===== src/rtl/vmem_pkg.sv =====
// Shared definitions for the vector/scalar RAM port controller: FSM encoding,
// requester tags and burst-length limits.
package vmem_pkg;

  typedef enum logic [0:0] {
    ST_IDLE  = 1'b0,
    ST_BURST = 1'b1
  } state_e;

  localparam logic TAG_S = 1'b0;
  localparam logic TAG_V = 1'b1;

  localparam int MAX_BURST = 16;
  localparam int LEN_W     = 5;

  localparam logic [LEN_W-1:0] MAX_LEN = LEN_W'(MAX_BURST);
  localparam logic [LEN_W-1:0] LEN_ONE = LEN_W'(1);

endpackage


===== src/rtl/vmem_port_ctrl_rr_arb2.sv =====
// Two-requester round-robin arbiter: under contention the requester that was
// not granted most recently wins; an uncontended request wins immediately.
module rr_arb2 (
  input  logic clk,
  input  logic rst,
  input  logic req_s_i,
  input  logic req_v_i,
  output logic gnt_s_o,
  output logic gnt_v_o
);

  logic last_v_q, last_v_d;

  always_comb begin
    gnt_s_o = 1'b0;
    gnt_v_o = 1'b0;
    if (req_s_i && req_v_i) begin
      if (last_v_q) gnt_s_o = 1'b1;
      else          gnt_v_o = 1'b1;
    end else begin
      gnt_s_o = req_s_i;
      gnt_v_o = req_v_i;
    end
  end

  // Every grant, contended or not, moves the round-robin pointer.
  always_comb begin
    last_v_d = last_v_q;
    if (gnt_v_o)      last_v_d = 1'b1;
    else if (gnt_s_o) last_v_d = 1'b0;
  end

  // Reset points at the vector side so the scalar side wins the first tie.
  always_ff @(posedge clk or posedge rst) begin
    if (rst) last_v_q <= 1'b1;
    else     last_v_q <= last_v_d;
  end

endmodule


===== src/rtl/vmem_port_ctrl.sv =====
// Shares one synchronous single-port RAM between a scalar requester and a
// strided vector burst engine; read data returns one cycle after the grant.
module vmem_port_ctrl #(
  parameter int ADDR_WIDTH = 17,
  parameter int DATA_WIDTH = 32
) (
  input  logic                  clk,
  input  logic                  rst,
  input  logic                  s_req,
  input  logic                  s_we,
  input  logic [ADDR_WIDTH-1:0] s_addr,
  input  logic [DATA_WIDTH-1:0] s_wdata,
  output logic                  s_gnt,
  output logic                  s_rvalid,
  output logic [DATA_WIDTH-1:0] s_rdata,
  input  logic                  v_start,
  input  logic                  v_we,
  input  logic [ADDR_WIDTH-1:0] v_base,
  input  logic [ADDR_WIDTH-1:0] v_stride,
  input  logic [4:0]            v_len,
  input  logic [DATA_WIDTH-1:0] v_wdata,
  output logic                  v_elem_ack,
  output logic                  v_rvalid,
  output logic [DATA_WIDTH-1:0] v_rdata,
  output logic                  v_busy,
  output logic                  v_done,
  output logic                  ram_w,
  output logic [ADDR_WIDTH-1:0] ram_addr,
  output logic [DATA_WIDTH-1:0] ram_din,
  input  logic [DATA_WIDTH-1:0] ram_dout
);

  import vmem_pkg::*;

  state_e                state_q, state_d;
  logic                  we_q, we_d;
  logic [ADDR_WIDTH-1:0] stride_q, stride_d;
  logic [ADDR_WIDTH-1:0] addr_q, addr_d;
  logic [LEN_W-1:0]      len_q, len_d;
  logic [LEN_W-1:0]      cnt_q, cnt_d;
  logic                  rd_valid_q, rd_valid_d;
  logic                  rd_tag_q, rd_tag_d;
  logic                  done_pend_q, done_pend_d;
  logic                  done_q, done_d;

  logic                  req_s, req_v;
  logic                  gnt_s, gnt_v;
  logic                  start_burst, start_empty, last_elem;
  logic [LEN_W-1:0]      len_clamped;

  // Scalar requests are masked during reset so no grant can leak out.
  assign req_s       = s_req & ~rst;
  assign req_v       = (state_q == ST_BURST);
  assign len_clamped = (v_len > MAX_LEN) ? MAX_LEN : v_len;
  assign start_burst = (state_q == ST_IDLE) && v_start && (v_len != '0);
  assign start_empty = (state_q == ST_IDLE) && v_start && (v_len == '0);
  assign last_elem   = (cnt_q == (len_q - LEN_ONE));

  rr_arb2 u_arb (
    .clk     (clk),
    .rst     (rst),
    .req_s_i (req_s),
    .req_v_i (req_v),
    .gnt_s_o (gnt_s),
    .gnt_v_o (gnt_v)
  );

  always_ff @(posedge clk or posedge rst) begin
    if (rst) state_q <= ST_IDLE;
    else     state_q <= state_d;
  end

  always_comb begin
    state_d = state_q;
    case (state_q)
      ST_IDLE:  if (start_burst)           state_d = ST_BURST;
      ST_BURST: if (gnt_v && last_elem)    state_d = ST_IDLE;
      default:                             state_d = ST_IDLE;
    endcase
  end

  always_comb begin
    v_busy     = (state_q == ST_BURST);
    s_gnt      = gnt_s;
    v_elem_ack = gnt_v;
    ram_w      = 1'b0;
    ram_addr   = '0;
    ram_din    = '0;
    if (gnt_v) begin
      ram_w    = we_q;
      ram_addr = addr_q;
      ram_din  = we_q ? v_wdata : '0;
    end else if (gnt_s) begin
      ram_w    = s_we;
      ram_addr = s_addr;
      ram_din  = s_we ? s_wdata : '0;
    end
  end

  // Read data is shared; only the strobes carry the requester tag.
  assign s_rvalid = rd_valid_q && (rd_tag_q == TAG_S);
  assign v_rvalid = rd_valid_q && (rd_tag_q == TAG_V);
  assign s_rdata  = rst ? '0 : ram_dout;
  assign v_rdata  = rst ? '0 : ram_dout;
  assign v_done   = done_q;

  // The accumulator walks base, base+stride, ... so no multiplier is needed.
  always_comb begin
    we_d     = we_q;
    stride_d = stride_q;
    len_d    = len_q;
    cnt_d    = cnt_q;
    addr_d   = addr_q;
    if (start_burst) begin
      we_d     = v_we;
      stride_d = v_stride;
      len_d    = len_clamped;
      cnt_d    = '0;
      addr_d   = v_base;
    end else if (gnt_v) begin
      cnt_d  = cnt_q + LEN_ONE;
      addr_d = addr_q + stride_q;
    end
  end

  // A read burst finishes only once its last data has been returned.
  always_comb begin
    rd_valid_d  = (gnt_v && !we_q) || (gnt_s && !s_we);
    rd_tag_d    = gnt_v ? TAG_V : TAG_S;
    done_pend_d = gnt_v && last_elem && !we_q;
    done_d      = done_pend_q || (gnt_v && last_elem && we_q) || start_empty;
  end

  always_ff @(posedge clk or posedge rst) begin
    if (rst) begin
      we_q        <= 1'b0;
      stride_q    <= '0;
      addr_q      <= '0;
      len_q       <= '0;
      cnt_q       <= '0;
      rd_valid_q  <= 1'b0;
      rd_tag_q    <= TAG_S;
      done_pend_q <= 1'b0;
      done_q      <= 1'b0;
    end else begin
      we_q        <= we_d;
      stride_q    <= stride_d;
      addr_q      <= addr_d;
      len_q       <= len_d;
      cnt_q       <= cnt_d;
      rd_valid_q  <= rd_valid_d;
      rd_tag_q    <= rd_tag_d;
      done_pend_q <= done_pend_d;
      done_q      <= done_d;
    end
  end

endmodule


===== config.mk =====
export PLATFORM = sky130hd
export DESIGN_NAME = vmem_port_ctrl
export DESIGN_NICKNAME = d
export VERILOG_FILES = /design/src/rtl/vmem_pkg.sv /design/src/rtl/vmem_port_ctrl_rr_arb2.sv /design/src/rtl/vmem_port_ctrl.sv
export SDC_FILE = /design/constraint.sdc
export NUM_CORES = 1
export LEC_CHECK = 0
export CAP_MARGIN = 20
export CORE_UTILIZATION = 25
export DETAILED_ROUTE_END_ITERATION = 8
export SYNTH_ARGS = -nofsm -noshare
export SYNTH_HDL_FRONTEND = slang
export SYNTH_SLANG_ARGS = --single-unit

===== constraint.sdc =====
create_clock -name clk -period 5.9 [get_ports clk]
set_clock_uncertainty 0.05 [all_clocks]
set_input_delay 0.885 -clock clk [delete_from_list [all_inputs] [get_ports clk]]
set_output_delay 0.885 -clock clk [all_outputs]
set_load 0.03 [all_outputs]

==> results.sh <==
export IMPL_status="completed"
export IMPL_grt_pass1_wl_mm=23.93
export IMPL_use_met1_pct=21.64
export IMPL_dieArea_um2=16760
export IMPL_irDropWorstVdd_mv=0.1924
export IMPL_multi_input_area_um2=2387
export IMPL_areaGrowthSynthToFinish_pct=70.89
export IMPL_worstSkewPairLatency_ps=300
export IMPL_setup_tns_ps=0
export IMPL_synth_seq_cells=51
export IMPL_drc=0
export IMPL_routed_via_density=4.655
export IMPL_wl_per_cell_um=17.26
export IMPL_sw_frac_of_total_pct=48.25
export IMPL_worst_pin_slew_ps=988.4
export IMPL_numCtsBuffers=5
export IMPL_routed_wl_mm=16.65
export IMPL_crit_type="in -> out"
export IMPL_rows=46
export IMPL_track_usage_pct=18.89
export IMPL_post_cts_resized=0
export IMPL_synthDistinctLibCells=50
export IMPL_max_freq_mhz=211.7
export IMPL_hp_start="we_q$_DFFE_PP0P_"
export IMPL_maxSlewHeadroom_pct=34.10
export IMPL_yosys_top_cells_area="dfrtp_1, nand2_1, a22o_1"
export IMPL_core_area_um2=15890
export IMPL_cp_start_kind="input pin"
export IMPL_worstPathCellList="clkdlybuf4s50_1 > nor2b_1 > a21o_1 > inv_1 > clkdlybuf4s50_1"
export IMPL_root_buffer="clkbuf_16"
export IMPL_cts_sinks=51
export IMPL_syn_area_um2=4061
export IMPL_crit_arrival_ps=3790
export IMPL_cp_slowest_cell="a21o_1"
export IMPL_cts_hold_buf=0
export IMPL_report_final_slew_viol_count=0
export IMPL_holdPathStages=1
export IMPL_yosysSeqAreaShare_pct=31.45
export IMPL_p_sw_w=0.001621
export IMPL_grt_met3_usage_pct=2.973
export IMPL_dr_pass1_iters=4
export IMPL_antenna_found_initial=0
export IMPL_start_util_pct=25.57
export IMPL_grt_pass1_vias=4355
export IMPL_gp_congestion=0.8984
export IMPL_fin_ws_ps=1177
export IMPL_syn_instance_count=519
export IMPL_crit_top_cell="clkdlybuf4s50_1"
export IMPL_cp_end_kind="output port"
export IMPL_postSynthAreaPerCell_um2=7.825
export IMPL_grt_met2_usage_pct=36.02
export IMPL_die_w_um=129.5
export IMPL_grt_max_degree=52
export IMPL_cellLeakagePower_nw=2.937
export IMPL_p_clk_share_pct=9.0
export IMPL_drv_cap=0
export IMPL_path_clk_slew_ps=70
export IMPL_cts_setup_buffers=0
export IMPL_cts_buffer_depth=2
export IMPL_dieHeight_um=129.5
export IMPL_ioPinCount=278
export IMPL_num_antenna_cells=0
export IMPL_internal_power_w=0.001739
export IMPL_crit_required_ps=4970
export IMPL_r2r_setup_slack_ps=2650
export IMPL_dp_hpwl_mm=13.35
export IMPL_min_to="done_pend_q$_DFF_PP0_"
export IMPL_cts_tree="yes"
export IMPL_r2r_start="v_busy$_DFF_PP0_"
export IMPL_ff_latch_area_um2=1277
export IMPL_seq_power_share_pct=20.7
export IMPL_synthesis_nets=696
export IMPL_fillers=1583
export IMPL_port_buffers=277
export IMPL_ys_warn_count=0
export IMPL_drive_gt1_share_pct=5.874
export IMPL_hold_viol_final=0
export IMPL_period_needed_ps=4723
export IMPL_post_route_util_pct=43.69
export IMPL_final_antenna_net_count=0
export IMPL_busiest_layer="met2"
export IMPL_powerDensity_nw_per_um2=484.0
export IMPL_min_path_type="reg -> reg"
export IMPL_r2r_cells=6
export IMPL_pwr_share_comb_pct=70.2
export IMPL_critPathMaxStageDelay_ps=810
export IMPL_post_route_period_util_pct=80.04
export IMPL_htreeDepth=2
export IMPL_post_place_ws_ps=1156
export IMPL_num_vias=4492
export IMPL_total_power_w=0.003359
export IMPL_netlist_area_leader_share_pct=30.81
export IMPL_synth_top_area_cell="dfrtp_1"
export IMPL_drt_iter0_drc=163
export IMPL_nets=925
export IMPL_grt_overflow=0
export IMPL_crit_fanout=29
export IMPL_rsz0062_at_grt="false"
export IMPL_setup_viol=0
export IMPL_timing_rr_end="addr_q[13]$_DFFE_PP0P_"
[cells in the final DEF (no fill, tap or decap), types with 2 or more instances in the layout]
cell type,n
xor2_1,4
xnor2_1,16
o22ai_1,2
nand3_1,24
nand3b_1,5
o21ai_1,2
nand2_1,116
a21oi_2,2
o21bai_1,3
and3_1,6
inv_1,6
ha_1,18
a211oi_1,5
a21oi_1,29
dfrtp_1,50
and2_1,2
buf_4,21
clkdlybuf4s50_1,262
nor3_1,7
nand2b_1,3
nor2_1,23
a22o_1,33
a31oi_1,4
inv_6,2
nor3b_1,2
clkbuf_16,5
nand4_1,4
o21ai_0,23
a21o_1,5
o21a_1,2
or3_1,2
nor2b_1,36
and4_1,2
[Yosys cell counts, drive strengths merged]
library cell / instances
buf: 44
nor3: 7
mux2i: 1
and3: 7
nand2: 116
or3: 2
a311oi: 1
nand4: 4
dfstp: 1
o221ai: 1
nor2: 24
o22ai: 2
fa: 1
clkbuf: 19
xor2: 4
a2111o: 1
nand3b: 5
a31oi: 4
a311o: 1
or4: 1
a211o: 1
nand2b: 3
xnor2: 16
nor3b: 2
ha: 18
o31ai: 1
nand3: 24
or2: 1
a21oi: 31
inv: 7
mux2: 1
a211oi: 6
nand4b: 1
o21a: 2
and2: 2
o21ai: 26
dfrtp: 50
a22o: 33
and4: 2
o21bai: 3
a21o: 6
nor2b: 37
[critical path, delay by kind of cell]
family                 cells  cell delay (ps)
AND/OR/NAND/NOR            1              230
AO/OA/AOI/OAI              1              810
buffers and inverters      3             1840
[cell families (layout without fill, tap and decap cells)]
logic type / count (synthesis) / in the layout / synth area share, %
buf+inv: 70 / 300 / 9.889
mux: 2 / 2 / 0.6160
simple gates: 238 / 238 / 27.54
flops: 51 / 51 / 31.45
compound gates: 119 / 119 / 20.15
xor+xnor: 20 / 20 / 4.313
fa+ha+maj: 19 / 19 / 6.038
[power by group through the flow]
stage	sequential (W)	clock (W)	combinational [W]
floorplan	0.000646	0	0.00168
global placement	0.000696	0	0.00231
detailed placement	0.000702	0	0.00235
CTS	0.000697	0.000312	0.00236
global route	0.000721	0.000325	0.00258
finish	0.000696	0.000304	0.00236
[metal layers]
metal	share of wire (%)	up-vias
li1	-	2216
met1	40	2097
met3	5.9	14
met4	1.5	0
met5	0	-
met2	53	165
[final cells by class]
cell class	instances	area share, %
repair buffers	285	40.74
multi-input cells	398	34.40
flip-flops and latches	51	18.41
well taps	216	3.894
clock buffers	5	1.803
clock inverters	3	0.3786
inverters	7	0.3786
[flip-flops by register name, summed over array words and instances, names as in the netlist]
signal,flops
v_done,1
we_q,1
done_pend_q,1
cnt_q,5
v_busy,1
rd_valid_q,1
len_q,5
addr_q,17
u_arb.last_v_q,1
rd_tag_q,1
stride_q,17
[worst max-delay path by stage]
stage	slack [ps]	from	endpoint	cells past startpoint
floorplan	2700	s_req	ram_addr[10]	7
global placement	1220	s_req	ram_din[23]	8
detailed placement	1160	s_req	ram_din[31]	8
CTS	1150	s_req	ram_din[23]	8
global route	1000	s_req	v_elem_ack	5
finish	1180	s_req	v_elem_ack	5
[stage by stage]
stage	area, µm²	instances	hold WS (ps)
floorplan	4061	519	353.2
global placement	6741	955	366.5
detailed placement	6741	955	392.7
CTS	6893	963	403.0
global route	6940	965	425.7
finish	6940	965	402.5
Power figures use the tool's default switching activity.
